==> src/rtl/flash_ctrl.sv <==
// Wishbone-to-parallel-NOR bridge for two 16-bit flash devices sharing one address bus.
// Optional write path enabled by defining FLASH_CTRL_WRITE_EN; otherwise writes are rejected with wb_err_o.
//
// state   | meaning
// --------+---------------------------------------------------------------
// IDLE    | waiting for cyc&stb; address/data latched on acceptance
// SETUP   | one cycle of fl_ceb low before the strobe
// READ    | fl_oeb low for RD_WAIT cycles, data captured on the last one
// WRITE   | fl_web low with dq driven for WR_WAIT cycles
// ACK     | one cycle, strobes released, ack (or error) to the bus
// RECOVER | fl_ceb high; together with the following IDLE cycle this gives RECOVERY cycles

module flash_ctrl #(
    parameter int unsigned RD_WAIT  = 7,
    parameter int unsigned WR_WAIT  = 7,
    parameter int unsigned RECOVERY = 2
) (
    input  logic        wb_clk_i,
    input  logic        wb_rst_ni,
    input  logic [31:0] wb_adr_i,
    input  logic [31:0] wb_dat_i,
    output logic [31:0] wb_dat_o,
    input  logic [3:0]  wb_sel_i,
    input  logic        wb_we_i,
    input  logic        wb_cyc_i,
    input  logic        wb_stb_i,
    output logic        wb_ack_o,
    output logic        wb_err_o,
    output logic [19:0] fl_addr,
    output logic [31:0] fl_dq_o,
    output logic        fl_dq_oe,
    input  logic [31:0] fl_dq_i,
    output logic        fl_ceb,
    output logic        fl_oeb,
    output logic        fl_web,
    output logic        fl_rpb,
    output logic        fl_wpb
);

    typedef enum logic [2:0] {
        IDLE,
        SETUP,
        READ,
        ACK,
        RECOVER
`ifdef FLASH_CTRL_WRITE_EN
        , WRITE
`endif
    } state_t;

    localparam logic [3:0] RD_TC  = 4'(RD_WAIT - 1);
    localparam logic [3:0] WR_TC  = 4'(WR_WAIT - 1);
    localparam logic [3:0] REC_TC = (RECOVERY > 1) ? 4'(RECOVERY - 2) : 4'd0;

    state_t      state, state_nx;
    logic [3:0]  cnt, cnt_nx;
    logic [19:0] addr_q;
    logic [31:0] wr_data;
    logic [31:0] rd_data;
    logic        is_wr;
    logic        aborted;
    logic        rpb_q;
    logic        req;

    assign req = wb_cyc_i & wb_stb_i;

    always_ff @(posedge wb_clk_i) begin
        if (!wb_rst_ni) begin
            state   <= IDLE;
            cnt     <= 4'd0;
            addr_q  <= 20'd0;
            wr_data <= 32'd0;
            rd_data <= 32'd0;
            is_wr   <= 1'b0;
            aborted <= 1'b0;
            rpb_q   <= 1'b0;
        end else begin
            state <= state_nx;
            cnt   <= cnt_nx;
            rpb_q <= 1'b1;
            if (state == IDLE && req) begin
                addr_q  <= wb_adr_i[21:2];
`ifdef FLASH_CTRL_WRITE_EN
                wr_data <= wb_dat_i;
`endif
                is_wr   <= wb_we_i;
                aborted <= 1'b0;
            end else if (state != IDLE && !wb_cyc_i) begin
                // sticky: the flash cycle runs to completion but the bus is never acked
                aborted <= 1'b1;
            end
            if (state == READ && cnt == 4'd0) begin
                rd_data <= fl_dq_i;
            end
        end
    end

    always_comb begin
        state_nx = state;
        cnt_nx   = cnt;
        fl_ceb   = 1'b1;
        fl_oeb   = 1'b1;
        fl_web   = 1'b1;
        fl_dq_oe = 1'b0;
        case (state)
            IDLE: begin
                if (req) begin
`ifdef FLASH_CTRL_WRITE_EN
                    state_nx = SETUP;
`else
                    state_nx = wb_we_i ? ACK : SETUP;
`endif
                end
            end
            SETUP: begin
                fl_ceb = 1'b0;
`ifdef FLASH_CTRL_WRITE_EN
                if (is_wr) begin
                    state_nx = WRITE;
                    cnt_nx   = WR_TC;
                end else begin
                    state_nx = READ;
                    cnt_nx   = RD_TC;
                end
`else
                state_nx = READ;
                cnt_nx   = RD_TC;
`endif
            end
            READ: begin
                fl_ceb = 1'b0;
                fl_oeb = 1'b0;
                if (cnt == 4'd0) state_nx = ACK;
                else             cnt_nx   = cnt - 4'd1;
            end
`ifdef FLASH_CTRL_WRITE_EN
            WRITE: begin
                fl_ceb   = 1'b0;
                fl_web   = 1'b0;
                fl_dq_oe = 1'b1;
                if (cnt == 4'd0) state_nx = ACK;
                else             cnt_nx   = cnt - 4'd1;
            end
`endif
            ACK: begin
`ifdef FLASH_CTRL_WRITE_EN
                fl_dq_oe = is_wr;
`endif
                if (RECOVERY > 1) begin
                    state_nx = RECOVER;
                    cnt_nx   = REC_TC;
                end else begin
                    state_nx = IDLE;
                end
            end
            RECOVER: begin
                if (cnt == 4'd0) state_nx = IDLE;
                else             cnt_nx   = cnt - 4'd1;
            end
            default: state_nx = IDLE;
        endcase
    end

`ifdef FLASH_CTRL_WRITE_EN
    assign wb_ack_o = (state == ACK) & ~aborted & wb_cyc_i;
    assign wb_err_o = 1'b0;
    assign fl_wpb   = rpb_q;
    logic unused_in;
    assign unused_in = ^{wb_sel_i, wb_adr_i[31:22], wb_adr_i[1:0]};
`else
    assign wb_ack_o = (state == ACK) & ~is_wr & ~aborted & wb_cyc_i;
    assign wb_err_o = (state == ACK) &  is_wr & ~aborted & wb_cyc_i;
    assign fl_wpb   = 1'b0;
    logic unused_in;
    assign unused_in = ^{wb_sel_i, wb_adr_i[31:22], wb_adr_i[1:0], wb_dat_i};
`endif

    assign wb_dat_o = rd_data;
    assign fl_addr  = addr_q;
    assign fl_dq_o  = wr_data;
    assign fl_rpb   = rpb_q;

endmodule

==> config.mk <==
export PLATFORM = sky130hd
export DESIGN_NAME = flash_ctrl
export DESIGN_NICKNAME = d
export VERILOG_FILES = /design/src/rtl/flash_ctrl.sv
export SDC_FILE = /design/constraint.sdc
export NUM_CORES = 1
export LEC_CHECK = 0
export BUFFER_PORTS_ARGS = -buffer_cell sky130_fd_sc_hd__buf_2
export CAP_MARGIN = 20
export CORE_UTILIZATION = 45
export CTS_BUF_LIST = sky130_fd_sc_hd__clkbuf_4
export DETAILED_ROUTE_END_ITERATION = 16
export PLACE_DENSITY = 0.86
export SETUP_SLACK_MARGIN = 0.15
export SYNTH_ARGS = -nofsm -noshare
export SYNTH_HDL_FRONTEND = slang
export SYNTH_SLANG_ARGS = --single-unit
==> constraint.sdc <==
create_clock -name wb_clk_i -period 5.1 [get_ports wb_clk_i]
set_clock_uncertainty 0.15 [all_clocks]
set_input_delay 0.765 -clock wb_clk_i [delete_from_list [all_inputs] [get_ports wb_clk_i]]
set_output_delay 0.765 -clock wb_clk_i [all_outputs]
set_load 0.03 [all_outputs]
After elaboration in Yosys (flattened, before gate mapping):

Cells that the tools add are included.
W data, S select, Z words.

* bitwise gates (word level): 10
* add/subtract/negate cells: 1
* reduce and logical (&&, ||, !) cells: 13
* order comparisons: 0
* multipliers: 0
* shift operators: 0
* equality and inequality tests: 8
* muxes and demuxes: 10
* divide/modulo/power cells: 0

Operators by type and width (count)
* $pmux W3 S5: 1
* $pmux W4 S3: 1
* $mux W3: 3
* $and A1 B1 Y1: 7
* $eq A3 B2 Y1 const B: 2
* $ne A2 B2 Y1 const B: 3
* $reduce_bool A3 Y1: 2
* $reduce_or A2 Y1: 3
* $logic_not A4 Y1: 1
* $mux W4: 1
* $sub A4 B1 Y4 const B: 1
* $eq A3 B1 Y1 const B: 1
* $eq A3 B3 Y1 const B: 1
* $logic_and A1 B1 Y1: 3
* $logic_not A3 Y1: 1
* $mux W1: 3
* $not A1 Y1: 3
* $reduce_and A3 Y1: 1
* $mux W2: 1
* $ne A2 B1 Y1 const B: 1
* $reduce_and A2 Y1: 1
* $logic_not A1 Y1: 1

* memories kept: 0
* register bits: 62
* bits of input ports: 105
* ROM bits: 0
* bits in latches: 0
* output and inout bits: 92
* word-level logic and storage cells: 49
* memory bits (writable): 0

Longest topological paths before layout:

* depth after elaboration: 4
* gate-level depth with buffers: 8
* depth with buffers taken out: 6

Worst setup path after synthesis:

Ideal clock, no wire load.

* path kind: reg2out
* start: register state[0]
* end: output wb_ack_o
* path buffers: 2
* required time: 4.185 ns
* slack: 2.337 ns
* arrival: 1.848 ns
* cell stages (with the launch flop): 5
* cell sequence: dfxtp_1 -> clkbuf_1 -> clkbuf_1 -> nand2_1 -> nor4_1

* longest elaborated chain between the ends: 4

RTL lines
* from (decl): RTL line 55 `state_t state, state_nx;`
* from (signal assigned): RTL line 78 `state <= state_nx;`
* $eq A3 B2 Y1: RTL line 171 `assign wb_ack_o = (state == ACK) & ~is_wr & ~aborted & wb_cyc_i;`
* $and A1 B1 Y1 (3 in series): RTL line 171
* to (decl): RTL line 27 `output logic wb_ack_o,`

No other way between the ends.

Worst setup path after layout:

* start: register state[1]
* end: output wb_ack_o

Same word-level chain as after synthesis.

==> flow_metrics.env <==
export IMPL_worstPathArrival_ns=1.79
export IMPL_power_internal_uw=885
export IMPL_grt_overflow_total=0
export IMPL_finalCriticalPeriod_ns=2.71
export IMPL_clkLatencyLatePin_ns=0.38
export IMPL_status="finished, final reports clean"
export IMPL_rsz0062_at_grt="no"
export IMPL_power_uw=1310
export IMPL_setup_viol=0
export IMPL_num_rows=28
export IMPL_grt_use_total_pct=17.0
export IMPL_wl_met2_mm=2.64
export IMPL_core_area_mm2=0.00592
export IMPL_io_pins=197
export IMPL_initial_core_util_pct=46.8
export IMPL_die_h_um=80.4
export IMPL_hold_viol_final=0
export IMPL_drv_cap=0
export IMPL_vias_per_cell=4.61
export IMPL_required_ns=4.18
export IMPL_routabilityCongestion=0.798
export IMPL_grt_antenna_before_repair=0
export IMPL_avgSynthCellArea_um2=8.29
export IMPL_synth_area_leader_cell="dfxtp_1"
export IMPL_portBuffers=113
export IMPL_finalCritPeriodShare_pct=53.1
export IMPL_fmaxAchievable_mhz=369
export IMPL_drive_above_1_share_pct=30.5
export IMPL_dp_hpwl_mm=3.88
export IMPL_p_leak_uw=0.00158
export IMPL_hp_class="register to register"
export IMPL_yosys_warnings=0
export IMPL_ctsResizeCount=0
export IMPL_cts_hold_fix_buffers=0
export IMPL_cts_sinks=62
export IMPL_synth_top_area_share_pct=44.8
export IMPL_async_reset_ff_share_pct=0
export IMPL_area_delta_synth_final_pct=23.0
export IMPL_grt_pass1_wl_mm=8.39
export IMPL_synth_edf_count=0
export IMPL_yosysSeqAreaShare_pct=44.8
export IMPL_synth_flop_cell="dfxtp_1"
export IMPL_path_cells="nand2b_1 -> nor4_1 -> buf_2"
export IMPL_via_count=2384
export IMPL_crit_slowest_cell="dfxtp_1"
export IMPL_synth_seq_cells=62
export IMPL_wl_met1_mm=2.39
export IMPL_synth_most_common_cell="nand2_1"
export IMPL_die_x_um=80.4
export IMPL_wl_per_cell_um=10.6
export IMPL_synth_top_cells_by_area="dfxtp_1 (45%), nand2_1 (15%), buf_4 (9.5%)"
export IMPL_top_layer_used="met4"
export IMPL_cts_tree="yes"
export IMPL_post_cts_buffers=0
export IMPL_first_global_vias=1943
export IMPL_antenna_cells=0
export IMPL_drt_pass1_iterations=4
export IMPL_fin_tns_setup_ns=0
export IMPL_share_comb_of_total_power_pct=25.0
export IMPL_critPathKind="register to primary output"
export IMPL_drv_slew=0
export IMPL_drc=0
export IMPL_ys_top_cells_by_count="nand2_1 (111), dfxtp_1 (62), buf_4 (35)"
export IMPL_wirelength_mm=5.49
export IMPL_p_sw_share_pct=32.7
export IMPL_cp_max_fo=11
export IMPL_peakVddDrop_mv=0.197
export IMPL_synth_area_mm2=0.00277
export IMPL_max_stage_delay_ns=0.52
export IMPL_cp_start_kind="register"
export IMPL_h_tree_depth=3
export IMPL_endpoint_kind="primary output"
export IMPL_timing_max_slew_rel_slack_pct=28.9
export IMPL_wl_met3_um=408
export IMPL_p_per_area_mw_per_mm2=386
export IMPL_nets=543
export IMPL_grt_max_degree=63
export IMPL_power_frac_clock_pct=32.8
export IMPL_cts_root_buf="clkbuf_4"
export IMPL_netSwitchingPower_uw=429
export IMPL_clk_path_buf_depth=2
export IMPL_design_die_area_mm2=0.00647
export IMPL_post_synth_num_cell_types=35
export IMPL_power_frac_seq_pct=42.2
export IMPL_synthCells=334
export IMPL_ant_nets=0
export IMPL_drt_iter0_drc=47
export IMPL_max_slew_worst_pin_slew_ns=1.07
export IMPL_path_clk_slew_ns=0.11
export IMPL_cts_made_buffers=9
## state kept, by name, summed over array words and instances (netlist names)
name      count
aborted       1
cnt           4
fl_addr      20
fl_rpb        1
is_wr         1
state         3
wb_dat_o     32
## worst max-delay path, delay by kind of cell (launching register included)
family	cells	cell delay (ns)
buf+inv	1	0.25
flops	1	0.52
simple gates	2	0.63
## routing by layer
layer,vias up,GRT usage (%)
met5,-,0
li1,1220,-
met1,1066,18.7
met2,93,29.5
met4,0,8.57
met3,5,4.89
## layout make-up
| type | count | area (um2) |
|---|---|---|
| Clock inverter | 6 | 110 |
| Fill cell | 550 | 2510 |
| Inverter | 4 | 15.0 |
| Sequential cell | 62 | 1240 |
| Tap cell | 75 | 93.8 |
| Clock buffer | 10 | 75.1 |
| Multi-Input combinational cell | 245 | 1270 |
| Timing Repair Buffer | 115 | 601 |
## cells by family after synthesis
family	synth area share (%)
xor+xnor	0.316
fa+ha+maj	0.452
buf+inv	14.0
compound gates	18.6
flops	44.8
mux	0.362
simple gates	21.1
other cells	0.271
## cells in the final DEF, fill, tap and decap left out, types with 2 or more instances in the layout
cell type / synthesis / routed
nand3_1: 2 / 2
a211oi_1: 3 / 3
nand2b_1: 5 / 5
clkinvlp_4: 0 / 2
o21ai_0: 2 / 2
a21oi_1: 2 / 2
a311oi_1: 2 / 2
conb_1: 2 / 35
nor4_1: 2 / 2
bufinv_16: 0 / 3
clkbuf_4: 0 / 10
nor2_1: 5 / 5
dfxtp_1: 62 / 62
a21boi_1: 30 / 30
buf_2: 7 / 113
nand2_1: 111 / 111
a21boi_0: 24 / 24
nor3_1: 3 / 3
inv_1: 4 / 4
o211ai_1: 2 / 2
nor2b_1: 3 / 3
## worst paths after layout
check,startpoint,end,slack (ns),depth (start not counted)
min,wb_dat_o[2],wb_dat_o[2],0.31,2
max reg2reg,cnt[0],wb_dat_o[25],2.68,6
min reg2reg,wb_dat_o[2],wb_dat_o[2],0.31,2
max,state[1],wb_ack_o,2.39,3
## through the flow
stage               setup slack (ns)  hold slack (ns)  cell area (um2)  utilization, %  cells
finish                          2.39            0.307             3410            57.5    517
CTS                             2.34            0.307             3410            57.5    517
floorplan                       2.34            0.304             2890               -    367
detailed placement              2.68            0.294             3220            54.4    501
global route                    2.20            0.325             3410            57.5    517
global placement                2.64            0.287             3190            53.9    500
## power groups by stage
stage / clock network, uW / logic [uW] / registers [uW]
after floorplan: 0 / 206 / 625
after global placement: 0 / 317 / 564
after detailed placement: 0 / 332 / 567
after CTS: 444 / 333 / 556
after global routing: 466 / 359 / 562
final: 430 / 329 / 555
No activity file was read; power rests on OpenSTA's default activity.
